**src/rtl/sram64kb_ctrl_if.sv**
```systemverilog
// Request/response bus between the system bus slave and the SRAM64KB request sequencer.
interface sram64kb_ctrl_if;
  logic        REQ_VALID;
  logic        REQ_READY;
  logic        REQ_WE;
  logic [15:0] REQ_ADDR;
  logic [7:0]  REQ_WDATA;
  logic        RSP_VALID;
  logic [7:0]  RSP_RDATA;

  modport master (
    output REQ_VALID, REQ_WE, REQ_ADDR, REQ_WDATA,
    input  REQ_READY, RSP_VALID, RSP_RDATA
  );

  modport slave (
    input  REQ_VALID, REQ_WE, REQ_ADDR, REQ_WDATA,
    output REQ_READY, RSP_VALID, RSP_RDATA
  );
endinterface

```
**src/rtl/sram64kb_ctrl.sv**
```systemverilog
// Single-byte request sequencer for the 64-bank SRAM64KB array (SETUP/STROBE/read-wait).
// Optional bank repair (spare-bank remap at acceptance) is enabled by defining MEMCTRL_REPAIR_EN.
module sram64kb_ctrl #(
  parameter int RD_WAIT = 1
) (
  input  logic        CLK,
  input  logic        RSTN,
  sram64kb_ctrl_if.slave bus,
  output logic [9:0]  MEM_ADDR,
  output logic        MEM_CE,
  output logic        MEM_WEB,
  output logic [63:0] MEM_OEB,
  output logic [63:0] MEM_CSB,
  output logic [7:0]  MEM_IDATA,
  output logic [5:0]  MEM_ODATA_SELECT,
  input  logic [7:0]  MEM_ODATA
`ifdef MEMCTRL_REPAIR_EN
  ,
  input  logic        REPAIR_VALID,
  input  logic [5:0]  REPAIR_BANK,
  input  logic [5:0]  SPARE_BANK
`endif
);

  typedef enum logic [1:0] {IDLE, SETUP, STROBE, RDWAIT} state_t;

  localparam logic [3:0] WAIT_LOAD = 4'(RD_WAIT - 1);

  state_t      state;
  logic        is_rd;
  logic [3:0]  wait_cnt;
  logic        rsp_valid;
  logic [7:0]  rsp_rdata;
  logic [5:0]  req_bank;
  logic [5:0]  eff_bank;

  assign req_bank = bus.REQ_ADDR[15:10];

`ifdef MEMCTRL_REPAIR_EN
  assign eff_bank = (REPAIR_VALID && (req_bank == REPAIR_BANK)) ? SPARE_BANK : req_bank;
`else
  assign eff_bank = req_bank;
`endif

  assign bus.REQ_READY = (state == IDLE);
  assign bus.RSP_VALID = rsp_valid;
  assign bus.RSP_RDATA = rsp_rdata;

  always_ff @(posedge CLK or negedge RSTN) begin
    if (!RSTN) begin
      state            <= IDLE;
      is_rd            <= 1'b0;
      wait_cnt         <= '0;
      rsp_valid        <= 1'b0;
      rsp_rdata        <= '0;
      MEM_ADDR         <= '0;
      MEM_CE           <= 1'b0;
      MEM_WEB          <= 1'b1;
      MEM_OEB          <= '1;
      MEM_CSB          <= '1;
      MEM_IDATA        <= '0;
      MEM_ODATA_SELECT <= '0;
    end else begin
      rsp_valid <= 1'b0;
      case (state)
        IDLE: begin
          if (bus.REQ_VALID) begin
            MEM_ADDR         <= bus.REQ_ADDR[9:0];
            MEM_ODATA_SELECT <= eff_bank;
            MEM_CSB          <= ~(64'h1 << eff_bank);
            MEM_WEB          <= ~bus.REQ_WE;
            MEM_IDATA        <= bus.REQ_WDATA;
            is_rd            <= ~bus.REQ_WE;
            state            <= SETUP;
          end
        end
        SETUP: begin
          MEM_CE <= 1'b1;
          // CSB already holds the one-hot bank, so it doubles as the OEB pattern
          if (is_rd) MEM_OEB <= MEM_CSB;
          state <= STROBE;
        end
        STROBE: begin
          MEM_CE <= 1'b0;
          if (is_rd) begin
            wait_cnt <= WAIT_LOAD;
            state    <= RDWAIT;
          end else begin
            MEM_CSB <= '1;
            MEM_WEB <= 1'b1;
            state   <= IDLE;
          end
        end
        RDWAIT: begin
          if (wait_cnt == 4'd0) begin
            rsp_rdata <= MEM_ODATA;
            rsp_valid <= 1'b1;
            MEM_OEB   <= '1;
            MEM_CSB   <= '1;
            state     <= IDLE;
          end else begin
            wait_cnt <= wait_cnt - 4'd1;
          end
        end
        default: state <= IDLE;
      endcase
    end
  end

endmodule

```
**src/flat_wrapper.sv**
```systemverilog
// flat-port wrapper written by rule: the top's interface ports become plain ports
module sram64kb_ctrl_flat 
#(
  parameter int RD_WAIT = 1
)
  (CLK, RSTN, MEM_ADDR, MEM_CE, MEM_WEB, MEM_OEB, MEM_CSB, MEM_IDATA, MEM_ODATA_SELECT, MEM_ODATA, bus_REQ_VALID, bus_REQ_WE, bus_REQ_ADDR, bus_REQ_WDATA, bus_REQ_READY, bus_RSP_VALID, bus_RSP_RDATA);
  sram64kb_ctrl_if bus_i ();
  input  logic CLK;
  input  logic RSTN;
  output logic [9:0] MEM_ADDR;
  output logic MEM_CE;
  output logic MEM_WEB;
  output logic [63:0] MEM_OEB;
  output logic [63:0] MEM_CSB;
  output logic [7:0] MEM_IDATA;
  output logic [5:0] MEM_ODATA_SELECT;
  input  logic [7:0] MEM_ODATA;
  input wire logic [$bits(bus_i.REQ_VALID)-1:0] bus_REQ_VALID;
  input wire logic [$bits(bus_i.REQ_WE)-1:0] bus_REQ_WE;
  input wire logic [$bits(bus_i.REQ_ADDR)-1:0] bus_REQ_ADDR;
  input wire logic [$bits(bus_i.REQ_WDATA)-1:0] bus_REQ_WDATA;
  output wire logic [$bits(bus_i.REQ_READY)-1:0] bus_REQ_READY;
  output wire logic [$bits(bus_i.RSP_VALID)-1:0] bus_RSP_VALID;
  output wire logic [$bits(bus_i.RSP_RDATA)-1:0] bus_RSP_RDATA;
  assign bus_i.REQ_VALID = bus_REQ_VALID;
  assign bus_i.REQ_WE = bus_REQ_WE;
  assign bus_i.REQ_ADDR = bus_REQ_ADDR;
  assign bus_i.REQ_WDATA = bus_REQ_WDATA;
  assign bus_REQ_READY = bus_i.REQ_READY;
  assign bus_RSP_VALID = bus_i.RSP_VALID;
  assign bus_RSP_RDATA = bus_i.RSP_RDATA;
  sram64kb_ctrl #(.RD_WAIT(RD_WAIT)) u_core (.CLK(CLK), .RSTN(RSTN), .bus(bus_i), .MEM_ADDR(MEM_ADDR), .MEM_CE(MEM_CE), .MEM_WEB(MEM_WEB), .MEM_OEB(MEM_OEB), .MEM_CSB(MEM_CSB), .MEM_IDATA(MEM_IDATA), .MEM_ODATA_SELECT(MEM_ODATA_SELECT), .MEM_ODATA(MEM_ODATA));
endmodule
```
**config.mk**
```make
export PLATFORM = sky130hd
export DESIGN_NAME = sram64kb_ctrl_flat
export DESIGN_NICKNAME = d
export VERILOG_FILES = /design/src/rtl/sram64kb_ctrl_if.sv /design/src/rtl/sram64kb_ctrl.sv /design/src/flat_wrapper.sv
export SDC_FILE = /design/constraint.sdc
export NUM_CORES = 1
export LEC_CHECK = 0
export ABC_AREA = 1
export CAP_MARGIN = 20
export CELL_PAD_IN_SITES_DETAIL_PLACEMENT = 1
export CELL_PAD_IN_SITES_GLOBAL_PLACEMENT = 1
export CORE_UTILIZATION = 36
export CTS_BUF_LIST = sky130_fd_sc_hd__clkbuf_16
export DETAILED_ROUTE_END_ITERATION = 7
export GPL_TIMING_DRIVEN = 0
export PLACE_DENSITY_LB_ADDON = 0.1
export RECOVER_POWER = 25
export SETUP_SLACK_MARGIN = 0.05
export SYNTH_ARGS = -nofsm -noshare
export SYNTH_HDL_FRONTEND = slang
export SYNTH_SLANG_ARGS = --single-unit
```
**constraint.sdc**
```tcl
create_clock -name CLK -period 2.5 [get_ports CLK]
set_input_delay 0.25 -clock CLK [delete_from_list [all_inputs] [get_ports CLK]]
set_output_delay 0.25 -clock CLK [all_outputs]
set_load 0.05 [all_outputs]
```
==> results of run 1 <==
-- kinds of logic after synthesis --
group | after synthesis | synth area share (%)
mux | 18 | 2.603
compound gates | 81 | 8.099
flops | 170 | 56.71
simple gates | 493 | 25.28
fa+ha+maj | 7 | 1.125
buf+inv | 69 | 6.074
xor+xnor | 1 | 0.1125
-- worst max path at each step --
stage               startpoint            endpoint  slack (ns)  cells after the start
2_1_floorplan  u_core.state[0]  u_core.MEM_ADDR[4]        0.65                      5
3_3_place_gp              RSTN  u_core.wait_cnt[3]       -5.89                      1
3_5_place_dp   u_core.state[0]   u_core.MEM_CSB[8]        0.62                      9
4_1_cts        u_core.state[1]       bus_REQ_READY        0.17                      3
5_1_grt                   RSTN  u_core.MEM_CSB[39]        0.11                      3
6_report       u_core.state[0]       bus_REQ_READY        0.20                      3
-- state kept, by name, summed over array words and instances, names as in the netlist --
signal                   count
u_core.MEM_CSB              64
u_core.MEM_OEB              64
u_core.MEM_ADDR             10
u_core.MEM_IDATA             8
u_core.bus.RSP_RDATA         8
u_core.MEM_ODATA_SELECT      6
u_core.wait_cnt              4
u_core.state                 2
u_core.MEM_CE                1
u_core.MEM_WEB               1
u_core.bus.RSP_VALID         1
u_core.is_rd                 1
-- stage by stage --
step | worst slack [ns] | TNS, ns | hold slack [ns]
global placement | -5.885 | -715.98 | 0.4616
floorplan | 0.6453 | 0 | -0.04559
detailed placement | 0.6226 | 0 | 0.2627
global route | 0.1099 | 0 | 0.2902
finish | 0.1953 | 0 | 0.2683
CTS | 0.1686 | 0 | 0.2493
-- worst max-delay path, delay by kind of cell (launching register included) --
kind,cells,cell delay (ns)
buffers and inverters,2,0.95
flip-flops,1,0.44
adder cells (fa/ha/maj),1,0.23
-- synthesized netlist by cell type --
master	instances
nor2_1	94
ha_1	7
o21ai_2	60
inv_1	15
nand3_4	1
dfstp_2	129
buf_4	1
dfrtp_1	41
or2_2	1
o21ai_0	15
nand4_1	5
nand2_1	345
nor2_8	1
nor3_1	1
nor2_2	3
clkbuf_1	6
nand3_2	1
xnor2_1	1
mux2_2	18
buf_6	25
o21ai_1	5
buf_2	18
a21oi_1	1
nand3_1	40
inv_2	3
clkinv_1	1
nand2_4	1
-- area by class of cell --
| cell class | count | share of cell area (%) |
|---|---|---|
| multi-input cells | 600 | 27.07 |
| clock inverters | 14 | 1.251 |
| well taps | 275 | 3.214 |
| clock buffers | 18 | 4.208 |
| flip-flops and latches | 170 | 41.25 |
| repair buffers | 198 | 18.56 |
| plain buffers | 50 | 3.752 |
| diodes | 1 | 0.02338 |
| inverters | 19 | 0.6663 |
-- metal layers --
layer / wire length, um / track usage, %
met1: 9965 / 27.98
met3: 1190 / 4.954
met4: 297 / 6.327
met5: 0 / 0
met2: 11010 / 34.49
==> impl_metrics.json, run 1 <==
{
  "grt_first_pass_wirelength_um": 36180,
  "critical_path.slowest_cell": "clkdlybuf4s50_1",
  "nFillCells": 2434,
  "worstPathRequired_ns": 2.25,
  "min_path_cells": 3,
  "place_congestion": 0.9329,
  "cts.hold.buffers_added": 1,
  "period_share_pct": 92.19,
  "area_growth_pct": 37.47,
  "drv_cap": 1,
  "grt_pass1_vias": 6613,
  "port_buffers": 196,
  "r2r_end": "u_core.MEM_CSB[39]",
  "chipWidth_um": 149.1,
  "final_cell_mix": "345 x nand2_1, 195 x clkdlybuf4s50_1, 129 x dfstp_2",
  "synthCells": 839,
  "antenna_found_initial": 1,
  "setup_viol": 0,
  "yosysSeqAreaShare_pct": 56.71,
  "syn_area_sq_um": 7786,
  "critPathMaxStageDelay_ns": 0.82,
  "path_clk_slew_ns": 0.07,
  "drc": 0,
  "ys_ff_latch": 170,
  "r2r_slack_ns": 0.55,
  "final-instance-count-excl-fill": 1345,
  "wl_um": 22460,
  "drt-initial-drc-count": 238,
  "io_pins": 200,
  "fin_worst_skew_ns": 0.01025,
  "multi_input_area_sq_um": 2898,
  "relSlewSlack_pct": -15.26,
  "core_sq_um": 21090,
  "slew_viol_final": 76,
  "startpoint_type": "flop",
  "status": "complete, but fails checks",
  "layout-drive-gt1-share_pct": 27.60,
  "tightest_slew_ns": 1.729,
  "violations": "max-capacitance violations, max-slew violations",
  "cts_root_buffer": "clkbuf_16",
  "seq_area_sq_um": 4415,
  "dr.pass1.iters": 4,
  "cts_tree": "built",
  "grt_max_degree": 96,
  "insertion_delay_ns": 0.43,
  "final_common_cell": "nand2_1",
  "final_nets": 1099,
  "ant_nets": 0,
  "hold_viol_final": 0,
  "rows": 53,
  "start_util_pct": 36.92,
  "vias_per_cell": 4.735,
  "fin_util_pct": 50.76,
  "min_path_type": "input port to flop",
  "h-tree-depth": 4,
  "ys_warn_count": 0,
  "vias": 6369,
  "post_cts_buffers": 0,
  "synthTopCellsByArea": "dfstp_2 44%, nand2_1 17%, dfrtp_1 13%, o21ai_2 6.7%, nor2_1 4.5%",
  "post_cts_resized": 0,
  "post-route-cell-area_sq_um": 10700,
  "grt-ovfl-total": 0,
  "end_kind": "output pin",
  "synth.distinct_cells": 27,
  "arrival_ns": 2.05,
  "clock_tree.buffer_depth": 2,
  "worstHoldStart": "bus_REQ_ADDR[10]",
  "rsz0062_at_grt": "false",
  "whs_endpoint": "u_core.MEM_ODATA_SELECT[0]",
  "crit_chain": "inv_1, ha_1, clkdlybuf4s50_1",
  "r2r-start": "u_core.state[0]",
  "synth.avg_cell_area_sq_um": 9.280,
  "reg2regPathDepth": 9,
  "synth_top_area_share_pct": 43.53,
  "cts_buffers": 17,
  "max_freq_mhz": 433.9,
  "worstSetupPathType": "flop to output pin",
  "fp.dieArea_sq_um": 22220,
  "placedCellCount": 1311,
  "period_minus_slack_ns": 2.305,
  "clock_sinks": 170,
  "grt_usage_pct": 21.19,
  "placed_cell_area_sq_um": 10120,
  "chipHeight_um": 149.1,
  "wire_per_inst_um": 16.70,
  "hpwl_um": 16290,
  "path_max_fanout": 5,
  "synth.largest_area_cell": "dfstp_2",
  "syn_nets": 882
}
Power of run 1 is left out: the tool's default activity adds up to more than one toggle a clock period on the data nets, which glitch-free logic cannot reach.
==> inputs of run 2 (changes only) <==
- CORE_UTILIZATION: 36 -> 40
- MAX_ROUTING_LAYER: unset -> met4
- SETUP_SLACK_MARGIN: 0.05 -> 0.2
==> run 2 against run 1 <==
  * The run now ends clean
  * Utilization rose by 5.9 points
  * Routed wire length rose by 2.5%
  * Setup slack improved by 0.22 ns
  * Die area fell by 9.9%
  * Clock skew fell by 0.0013 ns
  * Critical path type unchanged
  * Critical endpoint is now MEM_CSB[22]
==> impl_metrics.json, run 2 (synthesis gave the netlist of run 1 again) <==
{
  "multi_input_area_sq_um": 2898,
  "setup_viol": 0,
  "rsz0062_at_grt": "false",
  "io_pins": 200,
  "path_max_fanout": 3,
  "status": "finished clean",
  "tightest_slew_ns": 0.6805,
  "fin_tns_setup_ns": 0,
  "critPathTopFamily": "buffers and inverters",
  "end_kind": "output pin",
  "fp.dieArea_sq_um": 20030,
  "fin_worst_skew_ns": 0.008966,
  "layout-drive-gt1-share_pct": 27.50,
  "drt-initial-drc-count": 387,
  "final_cell_mix": "345 x nand2_1, 194 x clkdlybuf4s50_1, 129 x dfstp_2",
  "chipWidth_um": 141.5,
  "critPathMaxStageDelay_ns": 0.82,
  "final_common_cell": "nand2_1",
  "area_growth_pct": 37.57,
  "final_nets": 1099,
  "ant_nets": 0,
  "crit_chain": "clkdlybuf4s50_1",
  "top_regs": "u_core.MEM_CSB: 64 flops, u_core.MEM_OEB: 64 flops, u_core.MEM_ADDR: 10 flops",
  "place_congestion": 0.9481,
  "drv_cap": 0,
  "vias_per_cell": 4.872,
  "cts_buffers": 17,
  "chipHeight_um": 141.5,
  "seq_area_sq_um": 4415,
  "core_sq_um": 18890,
  "hold_viol_final": 0,
  "nFillCells": 2156,
  "drc": 0,
  "cts_root_buffer": "clkbuf_16",
  "vias": 6480,
  "grt-ovfl-total": 0,
  "max_freq_mhz": 480.7,
  "crit_buf_inv": 1,
  "cts_tree": "built",
  "antenna_found_initial": 0,
  "port_buffers": 196,
  "post_cts_buffers": 0,
  "start_util_pct": 41.21,
  "dr.pass1.iters": 4,
  "wl_um": 23020,
  "grt_pass1_vias": 6892,
  "grt_usage_pct": 24.90,
  "arrival_ns": 1.83,
  "min_path_type": "input port to flop",
  "period_share_pct": 83.21,
  "worstSetupPathType": "flop to output pin",
  "relSlewSlack_pct": 54.29,
  "grt_first_pass_wirelength_um": 36950,
  "hpwl_um": 16450,
  "startpoint_type": "flop",
  "rows": 50,
  "worstPathRequired_ns": 2.25,
  "slew_viol_final": 0,
  "critical_path.slowest_cell": "clkdlybuf4s50_1",
  "clock_tree.buffer_depth": 2,
  "h-tree-depth": 4,
  "path_clk_slew_ns": 0.07,
  "wire_per_inst_um": 17.31,
  "timing.hold.ws_ns": 0.2561,
  "period_minus_slack_ns": 2.080,
  "grt_max_degree": 90,
  "clock_sinks": 170,
  "insertion_delay_ns": 0.44
}
run 2: area by class of cell:
| class | instances | area share, % |
|---|---|---|
| Sequential cell | 170 | 41.22 |
| Antenna cell | 1 | 0.02336 |
| Buffer | 50 | 3.750 |
| Clock buffer | 18 | 4.205 |
| Timing Repair Buffer | 198 | 18.70 |
| Inverter | 19 | 0.6658 |
| Tap cell | 260 | 3.037 |
| Clock inverter | 14 | 1.343 |
| Multi-Input combinational cell | 600 | 27.05 |
run 2: final timing paths:
kind                                    start                          to  slack [ns]  cells past startpoint
min reg2reg                u_core.MEM_OEB[63]          u_core.MEM_OEB[63]        0.47                      2
min in group asynchronous                RSTN         u_core.MEM_IDATA[3]        0.43                      2
max in group asynchronous                RSTN           u_core.MEM_OEB[0]        1.24                      3
max reg2reg                   u_core.state[0]          u_core.MEM_CSB[22]        0.53                      9
min                          bus_REQ_ADDR[10]  u_core.MEM_ODATA_SELECT[0]        0.26                      3
max                        u_core.MEM_CSB[22]                 MEM_CSB[22]        0.42                      1
run 2: through the flow:
step / setup slack (ns) / utilization [%] / area, sq um / cells
finish: 0.4197 / 56.70 / 10710 / 1330
global route: 0.3772 / 56.68 / 10710 / 1329
CTS: 0.3959 / 56.68 / 10710 / 1329
detailed placement: 0.5620 / 53.49 / 10110 / 1296
global placement: -5.833 / 53.32 / 10070 / 1295
floorplan: 0.6453 / - / 7786 / 839
run 2: timing repair:
item,4_1_cts,5_1_grt
endpoints found under the setup margin,1,0
hold buffers,1,0
endpoints found under the hold margin,25,0
gates resized for setup,1,0
run 2: worst reg2reg max path, cell delays in order, from the launching register on:
cell	delay [ns]
dfrtp_1	0.43
inv_1	0.11
ha_1	0.25
nand2_1	0.11
inv_2	0.05
nor2_1	0.26
nand3_4	0.27
buf_6	0.23
nand2_1	0.08
nand2_1	0.09
run 2: layer usage:
layer	track usage (%)	vias up	part of all wire [%]
li1	-	3071	-
met1	31.15	3233	44
met2	40.58	152	50
met3	4.691	24	4.3
met4	8.432	0	1.6
met5	-	-	0
Power of run 2 is left out for the same reason.
